<file path="config.mk">
export PLATFORM = sky130hd
export DESIGN_NAME = ntt_seq_core
export DESIGN_NICKNAME = d
export VERILOG_FILES = /design/src/rtl/ntt_seq_core.sv
export SDC_FILE = /design/constraint.sdc
export NUM_CORES = 2
export LEC_CHECK = 0
export ABC_CLOCK_PERIOD_IN_PS = 95100
export BUFFER_PORTS_ARGS = -buffer_cell sky130_fd_sc_hd__buf_2
export CAP_MARGIN = 10
export CORE_MARGIN = 2
export CORE_UTILIZATION = 50
export DETAILED_ROUTE_END_ITERATION = 10
export PLACE_DENSITY_LB_ADDON = 0.2
export SYNTH_ARGS = -nofsm -noshare
export SYNTH_HDL_FRONTEND = slang
export SYNTH_SLANG_ARGS = --single-unit
</file>
<file path="constraint.sdc">
create_clock -name clk -period 95.1 [get_ports clk]
set_clock_uncertainty 0.2 [all_clocks]
set_input_delay 4.755 -clock clk [delete_from_list [all_inputs] [get_ports clk]]
set_output_delay 4.755 -clock clk [all_outputs]
set_load 0.01 [all_outputs]
</file>
<file path="src/rtl/ntt_seq_core.sv">
// ntt_seq_core: sequential N-point number-theoretic transform.
// out[i] = sum_j a[j]*w^(i*j) mod q, computed with one modular multiply-accumulate per cycle.
// Optional inverse mode (inv/w_inv/n_inv ports plus a per-row scaling cycle) is
// compiled in when the macro NTT_INVERSE_EN is defined.
module ntt_seq_core #(
  parameter int N     = 16,
  parameter int LOG_N = 4,
  parameter int CW    = 8
) (
  input  logic          clk,
  input  logic          rst,
  input  logic          in_valid,
  output logic          in_ready,
  input  logic [CW-1:0] in_data,
  input  logic [CW-1:0] q,
  input  logic [CW-1:0] w,
`ifdef NTT_INVERSE_EN
  input  logic          inv,
  input  logic [CW-1:0] w_inv,
  input  logic [CW-1:0] n_inv,
`endif
  output logic          out_valid,
  input  logic          out_ready,
  output logic [CW-1:0] out_data,
  output logic          out_last,
  output logic          busy,
  output logic          cfg_err
);

  // FLUSH is the single cycle between the last MAC and the first result beat.
  typedef enum logic [1:0] {S_LOAD, S_COMPUTE, S_FLUSH, S_OUTPUT} state_t;

  localparam int PW = 2 * CW;
  localparam int SW = 2 * CW + 1;
  localparam logic [LOG_N-1:0] LAST = LOG_N'(N - 1);

  state_t state_q, state_d;
  logic [LOG_N-1:0] j_q, j_d, i_q, i_d, k_q, k_d;
  logic [CW-1:0] a_q [N];
  logic [CW-1:0] a_d [N];
  logic [CW-1:0] res_q [N];
  logic [CW-1:0] res_d [N];
  logic [CW-1:0] q_r_q, q_r_d, w_r_q, w_r_d;
  logic [CW-1:0] t_q, t_d, p_q, p_d, acc_q, acc_d;
  logic          cfg_err_q, cfg_err_d;
`ifdef NTT_INVERSE_EN
  logic          inv_q, inv_d, scale_q, scale_d;
  logic [CW-1:0] n_inv_q, n_inv_d;
`endif

  logic [PW-1:0] mac_prod;
  logic [SW-1:0] mac_sum;
  logic [CW-1:0] mac_acc;
  logic          row_end;
  logic [CW-1:0] row_val;

  // A modulus below 2 is a configuration error; return 0 rather than dividing by 0 or 1.
  function automatic logic [CW-1:0] reduce_mod(input logic [SW-1:0] x, input logic [CW-1:0] m);
    logic [SW-1:0] r;
    r = '0;
    if (m >= CW'(2)) r = x % SW'(m);
    return r[CW-1:0];
  endfunction

  function automatic logic [CW-1:0] mul_mod(input logic [CW-1:0] x, input logic [CW-1:0] y,
                                            input logic [CW-1:0] m);
    logic [PW-1:0] prod;
    prod = PW'(x) * PW'(y);
    return reduce_mod(SW'(prod), m);
  endfunction

  // One modular MAC: column 0 restarts the accumulator, later columns add a[j]*p.
  always_comb begin
    mac_prod = PW'(a_q[j_q]) * PW'(p_q);
    mac_sum  = SW'(acc_q) + SW'(mac_prod);
    if (j_q == '0) mac_acc = reduce_mod(SW'(a_q[0]), q_r_q);
    else           mac_acc = reduce_mod(mac_sum, q_r_q);
  end

  // Next-state, datapath updates and handshake outputs.
  always_comb begin
    state_d   = state_q;
    j_d       = j_q;
    i_d       = i_q;
    k_d       = k_q;
    a_d       = a_q;
    res_d     = res_q;
    q_r_d     = q_r_q;
    w_r_d     = w_r_q;
    t_d       = t_q;
    p_d       = p_q;
    acc_d     = acc_q;
    cfg_err_d = cfg_err_q;
`ifdef NTT_INVERSE_EN
    inv_d     = inv_q;
    scale_d   = scale_q;
    n_inv_d   = n_inv_q;
`endif
    row_end   = 1'b0;
    row_val   = mac_acc;
    in_ready  = 1'b0;
    out_valid = 1'b0;
    out_data  = '0;
    out_last  = 1'b0;
    busy      = 1'b0;

    unique case (state_q)
      S_LOAD: begin
        in_ready = 1'b1;
        if (in_valid) begin
          a_d[j_q] = in_data;
          j_d      = j_q + LOG_N'(1);
          if (j_q == '0) begin
            q_r_d     = q;
            cfg_err_d = (q < CW'(2));
            w_r_d     = reduce_mod(SW'(w), q);
`ifdef NTT_INVERSE_EN
            inv_d   = inv;
            n_inv_d = n_inv;
            if (inv) w_r_d = reduce_mod(SW'(w_inv), q);
`endif
          end
          if (j_q == LAST) begin
            state_d = S_COMPUTE;
            j_d     = '0;
            i_d     = '0;
            t_d     = reduce_mod(SW'(1), q_r_q);
          end
        end
      end

      S_COMPUTE: begin
        busy = 1'b1;
`ifdef NTT_INVERSE_EN
        if (scale_q) begin
          scale_d = 1'b0;
          row_end = 1'b1;
          row_val = mul_mod(acc_q, n_inv_q, q_r_q);
        end else
`endif
        begin
          acc_d = mac_acc;
          p_d   = (j_q == '0) ? t_q : mul_mod(p_q, t_q, q_r_q);
          if (j_q == LAST) begin
`ifdef NTT_INVERSE_EN
            if (inv_q) scale_d = 1'b1;
            else       row_end = 1'b1;
`else
            row_end = 1'b1;
`endif
          end else begin
            j_d = j_q + LOG_N'(1);
          end
        end
        if (row_end) begin
          res_d[i_q] = cfg_err_q ? '0 : row_val;
          t_d        = mul_mod(t_q, w_r_q, q_r_q);
          j_d        = '0;
          i_d        = i_q + LOG_N'(1);
          if (i_q == LAST) begin
            state_d = S_FLUSH;
            i_d     = '0;
          end
        end
      end

      S_FLUSH: begin
        busy    = 1'b1;
        k_d     = '0;
        state_d = S_OUTPUT;
      end

      S_OUTPUT: begin
        busy      = 1'b1;
        out_valid = 1'b1;
        out_data  = res_q[k_q];
        out_last  = (k_q == LAST);
        if (out_ready) begin
          k_d = k_q + LOG_N'(1);
          if (k_q == LAST) begin
            state_d = S_LOAD;
            k_d     = '0;
            j_d     = '0;
          end
        end
      end
    endcase
  end

  // State and datapath registers; reset abandons any frame in flight.
  always_ff @(posedge clk or posedge rst) begin
    if (rst) begin
      state_q   <= S_LOAD;
      j_q       <= '0;
      i_q       <= '0;
      k_q       <= '0;
      for (int n = 0; n < N; n++) begin
        a_q[n]   <= '0;
        res_q[n] <= '0;
      end
      q_r_q     <= '0;
      w_r_q     <= '0;
      t_q       <= '0;
      p_q       <= '0;
      acc_q     <= '0;
      cfg_err_q <= 1'b0;
`ifdef NTT_INVERSE_EN
      inv_q     <= 1'b0;
      scale_q   <= 1'b0;
      n_inv_q   <= '0;
`endif
    end else begin
      state_q   <= state_d;
      j_q       <= j_d;
      i_q       <= i_d;
      k_q       <= k_d;
      a_q       <= a_d;
      res_q     <= res_d;
      q_r_q     <= q_r_d;
      w_r_q     <= w_r_d;
      t_q       <= t_d;
      p_q       <= p_d;
      acc_q     <= acc_d;
      cfg_err_q <= cfg_err_d;
`ifdef NTT_INVERSE_EN
      inv_q     <= inv_d;
      scale_q   <= scale_d;
      n_inv_q   <= n_inv_d;
`endif
    end
  end

  assign cfg_err = cfg_err_q;

endmodule
</file>
* After elaboration in Yosys (flattened, before gate mapping)
Index checks and enable logic that the tools add are counted.
Operators by class: order comparisons 8, shift operators 0, bitwise operators 3, reduce and logical (&&, ||, !) cells 15, div/mod/pow operators 6, eq/ne operators 13, $add $sub $neg 4, multiplexer cells 54, $mul 3
Operator list (count):
- $bwmux W128 | 2
- $mux W8 | 19
- $bmux W8 S4 | 2
- $demux W8 S4 | 2
- $mul A8 B8 Y16 | 3
- $mux W4 | 12
- $mod A16 B8 Y17 | 2
- $mod A8 B8 Y17 | 2
- $add A8 B16 Y17 | 1
- $mod A1 B8 Y17 const A | 1
- $mod A17 B8 Y17 | 1
- $ge A8 B2 Y1 const B | 2
- $pmux W4 S2 | 2
- $pmux W8 S2 | 1
- $ge A5 B5 Y1 const B | 3
- $not A4 Y5 | 3
- $add A4 B1 Y4 const B | 3
- $eq A4 B4 Y1 const B | 3
- $mux W2 | 6
- $ne A2 B2 Y1 const B | 6
- $pmux W4 S3 | 1
- $lt A5 B1 Y1 const B | 2
- $lt A8 B2 Y1 const B | 1
- $pmux W2 S4 | 1
- other kinds (15) | 25
Storage, ports and cells: bits of input ports 28, latch bits 0, register bits after elaboration 311, memories kept 0, ROM bits 0, RAM bits 0

* Logic depth before layout (Yosys ltp)
depth after elaboration 11, mapped depth 197, mapped depth without buffers 186

* Worst setup path after synthesis
OpenSTA, ideal clock, no wires.
path kind register to register, from reg t_q[5], to reg t_q[6], arrival time 39632 ps, setup time 125 ps, stages on the path, launching flop included 188, buffers on the path 13, data required time 94775 ps, setup slack 55143 ps, path through dfrtp_1 > clkbuf_1 > clkbuf_1 > nand2_1 > fa_1 > inv_1 > fa_1 > fa_1 > fa_1 > ha_1 > a21o_1 > or3_1 > o21ai_0 > xnor2_1 > or4b_2 > nor4_1 > nand4_1 > inv_1 > (+152 left out) > nor2b_1 > o21ai_0 > nand2b_1 > and2_1 > o21ai_0 > nand2b_1 > and2_1 > o21a_1 > nor2_1 > o21ai_0 > a21oi_1 > nand3_1 > nor3_1 > o2111ai_1 > nor3_1 > nand3_1 > o311a_1 > a2bb2oi_1
On the way: cells in the longest elaborated chain, start to end 5
RTL lines:
- start: declaration | line 44 | logic [CW-1:0] t_q, t_d, p_q, p_d, acc_q, acc_d;
- start signal: assignment | line 221 | t_q <= t_d;
- $mul A8 B8 Y16 | line 68 | prod = PW'(x) * PW'(y);
- $mod A16 B8 Y17 | line 61 | if (m >= CW'(2)) r = x % SW'(m);
- $mux W8 | line 61
- $mux W8 | line 155 | if (row_end) begin
- $pmux W8 S2 | line 107 | unique case (state_q)
No other way between the ends. The select of a mux whose other input is x is not followed. A chain may end at the register's enable or synchronous reset.

* Worst setup path in the final report
from reg j_q[0], to reg acc_q[5]
On the way: cells in the longest elaborated chain, start to end 9, elaborated cells between the ends (all ways) 10, classes of those cells add/sub: 1; mul: 1; div: 1; mux: 5; bitwise: 1; reduce/logical: 1
RTL lines:
- start: declaration | line 38 | logic [LOG_N-1:0] j_q, j_d, i_q, i_d, k_q, k_d;
- start signal: assignment | line 214 | j_q <= j_d;
- $not A4 Y5 (not written as such) | line 74 | mac_prod = PW'(a_q[j_q]) * PW'(p_q);
- $bmux W8 S4 | line 74
- $mux W8 (not written as such) (2 in a row) | line 74
- $mul A8 B8 Y16 | line 74
- $add A8 B16 Y17 | line 75 | mac_sum = SW'(acc_q) + SW'(mac_prod);
- $mod A17 B8 Y17 | line 61
- $mux W8 | line 61
- $mux W8 * | line 76 | if (j_q == '0) mac_acc = reduce_mod(SW'(a_q[0]), q_r_q);
- end signal: assignment | line 205 | acc_q <= '0;
- end signal: assignment | line 223 | acc_q <= acc_d;
- end: declaration | line 44
Mark *: on every way between the ends. The rest lies on a longest branch, timed or not. The select of a mux whose other input is x is not followed.

==> impl_metrics.json <==
{
  "drive_above_1_share": 0.09507,
  "met3_length_um": 8911,
  "synth_adder_area_share": 0.2056,
  "worstPathArrival_ns": 47.57,
  "grt_start_max_net_pins": 176,
  "muxShareOfSynthArea": 0.09810,
  "met2WireLength_um": 79970,
  "async_flop_share": 1.000,
  "post-cts-setup-buffer-count": 0,
  "met1Wirelength_um": 79850,
  "max_freq_mhz": 21.11,
  "drt_first_iter_violations": 4254,
  "path_max_fanout": 38,
  "synthCells": 7329,
  "crit_slowest_cell": "nor4_4",
  "clkSlewWorstSetupHoldPaths_ns": 0.06,
  "layout_commonest_cell": "ha_1",
  "h-tree-depth": 2,
  "num_rows": 125,
  "vias": 56120,
  "io_pins": 41,
  "setup_tns_ns": 0,
  "regArea_um2": 7786,
  "rsz0062_at_grt": "no",
  "cts-root-buf": "clkbuf_16",
  "synth_flop_cell": "dfrtp_1",
  "viasPerCell": 6.368,
  "antenna_found_initial": 3,
  "min_path_type": "reg -> reg",
  "dr.pass1.iters": 7,
  "clock_latency_ns": 0.59,
  "dp_hpwl_um": 132500,
  "clock_path_buffers": 3,
  "end_kind": "flip-flop",
  "cap_viol_max_count": 0,
  "synth_xor_xnor_area_share": 0.04432,
  "startpoint_type": "flip-flop",
  "coreArea_um2": 116400,
  "grt_pass1_vias": 53960,
  "cts_buffers": 34,
  "routedWlPerCell_um": 19.64,
  "area_growth_pct": 5.299,
  "insertedDiodeCount": 0,
  "gr-total-overflow": 0,
  "synthDistinctLibCells": 119,
  "initial_utilization": 0.5044,
  "cts_tree": "done",
  "totalWireLength_um": 173100,
  "avgSynthCellArea_um2": 8.009,
  "worstSetupPathType": "reg -> reg",
  "setup_viol": 0,
  "die-height_um": 346.6,
  "tightest_slew_ns": 1.204,
  "status": "finished, final reports clean",
  "period_share": 0.4981,
  "cts_sinks": 311,
  "period_needed_ns": 47.37,
  "finalHoldViolCount": 0,
  "yosys.area_share.simple": 0.2123,
  "drv_slew": 0,
  "die_area_um2": 120100,
  "synth_area_um2": 58700,
  "drcViolationCount": 0,
  "gp_congestion": 0.9280,
  "dr.max_layer_used": "met5",
  "final_nets": 8181,
  "cts_resized": 0,
  "portBuffers": 40,
  "worst_slew_margin_rel": 0.1916,
  "cp_common_cell": "o21a_1",
  "yosysWarnings": 0,
  "die_x_um": 346.6,
  "grt_usage": 0.2806,
  "fillers": 11010,
  "holdBufCountCts": 0,
  "max_stage_delay_ns": 1.13,
  "ys_ff_latch": 311,
  "mostFrequentLayoutCells": "766 x ha_1, 723 x nand2_1, 563 x nor2_1, 384 x a21oi_1, 370 x o21ai_0",
  "seq_area_frac_synth": 0.1326,
  "ant_nets": 0,
  "grt_pass1_wl_um": 282100,
  "synth_compound_area_frac": 0.2679,
  "synth_edf_count": 0,
  "synth_top_family_by_area": "compound AO/OA/AOI/OAI gates",
  "cp_top_family": "compound AO/OA/AOI/OAI gates",
  "required_ns": 95.30,
  "multi_input_area_um2": 48710,
  "cp.buffers_inverters": 12
}
[layout make-up]
type | count | share of cell area
well taps | 1524 | 0.03085
clock inverters | 14 | 0.004393
repair buffers | 117 | 0.01283
multi-input cells | 6440 | 0.7882
flip-flops and latches | 311 | 0.1260
clock buffers | 45 | 0.01541
inverters | 362 | 0.02237
[registers in the layout (all words and copies together), names as in the netlist]
name     count
k_q          4
q_r_q        8
a_q        128
cfg_err      1
state_q      2
i_q          4
j_q          4
res_q      128
w_r_q        8
t_q          8
acc_q        8
p_q          8
[worst paths after layout]
| kind | start | to | slack [ns] | depth (start not counted) |
|---|---|---|---|---|
| worst max-delay path | j_q[0] | acc_q[5] | 47.73 | 178 |
| worst min-delay path | res_q[32] | res_q[32] | 0.27 | 2 |
| worst max register to register | j_q[0] | acc_q[5] | 47.73 | 178 |
| worst min register to register | res_q[32] | res_q[32] | 0.27 | 2 |
| max in group asynchronous | rst | res_q[10] | 89.04 | 3 |
| min in group asynchronous | rst | a_q[34] | 4.16 | 2 |
[per-layer routing]
layer / vias up / global-route usage
li1: 27470 / -
met1: 26860 / 0.3828
met2: 1518 / 0.4747
met3: 269 / 0.02786
met4: 3 / 0.07063
met5: - / 0.003601
[worst register-to-register path: cells and delay by family, from the launching register on]
kind | cells | cell delay (ns)
AO/OA/AOI/OAI | 92 | 24.16
XOR/XNOR | 1 | 0.14
adder cells (fa/ha/maj) | 22 | 7.51
buffers and inverters | 12 | 1.47
flip-flops | 1 | 0.34
multiplexers | 3 | 1.71
AND/OR/NAND/NOR | 48 | 11.61
[metrics by stage]
step / cell area [um2] / hold slack (ns) / std cells / utilization / setup slack, ns
2_1_floorplan: 58760 / 0.2432 / 7346 / - / 55.14
3_3_place_gp: 60570 / 0.2536 / 8752 / 0.5205 / 48.29
3_5_place_dp: 60570 / 0.2624 / 8753 / 0.5205 / 48.15
4_1_cts: 61790 / 0.2769 / 8812 / 0.5310 / 48.00
5_1_grt: 61810 / 0.2967 / 8813 / 0.5312 / 43.65
6_report: 61810 / 0.2748 / 8813 / 0.5312 / 47.73
[cells by family (layout without fill, tap and decap cells)]
kind of cell	Yosys count	after routing
multiplexers	438	438
AND/OR/NAND/NOR	2538	2538
other	1	18
buffers and inverters	595	538
XOR/XNOR	297	297
AO/OA/AOI/OAI	2256	2256
flip-flops	311	311
adder cells (fa/ha/maj)	893	893
[cell usage after synthesis, types with 121 or more instances]
| master | instances | area share |
|---|---|---|
| nor3_1 | 343 | 0.029 |
| a21oi_1 | 384 | 0.033 |
| nand3_1 | 143 | 0.012 |
| and2_1 | 175 | 0.019 |
| fa_1 | 121 | 0.041 |
| nand2_1 | 723 | 0.046 |
| a21o_1 | 194 | 0.025 |
| nor2_1 | 563 | 0.036 |
| dfrtp_1 | 311 | 0.13 |
| o21ai_0 | 371 | 0.032 |
| clkbuf_1 | 192 | 0.012 |
| xnor2_1 | 179 | 0.027 |
| o31ai_1 | 259 | 0.033 |
| ha_1 | 766 | 0.16 |
| inv_1 | 360 | 0.023 |
| mux2_2 | 270 | 0.052 |
| o21a_1 | 308 | 0.039 |
Power is left out: the tool's default activity adds up to more than one toggle a clock period on the data nets, which glitch-free logic cannot reach.
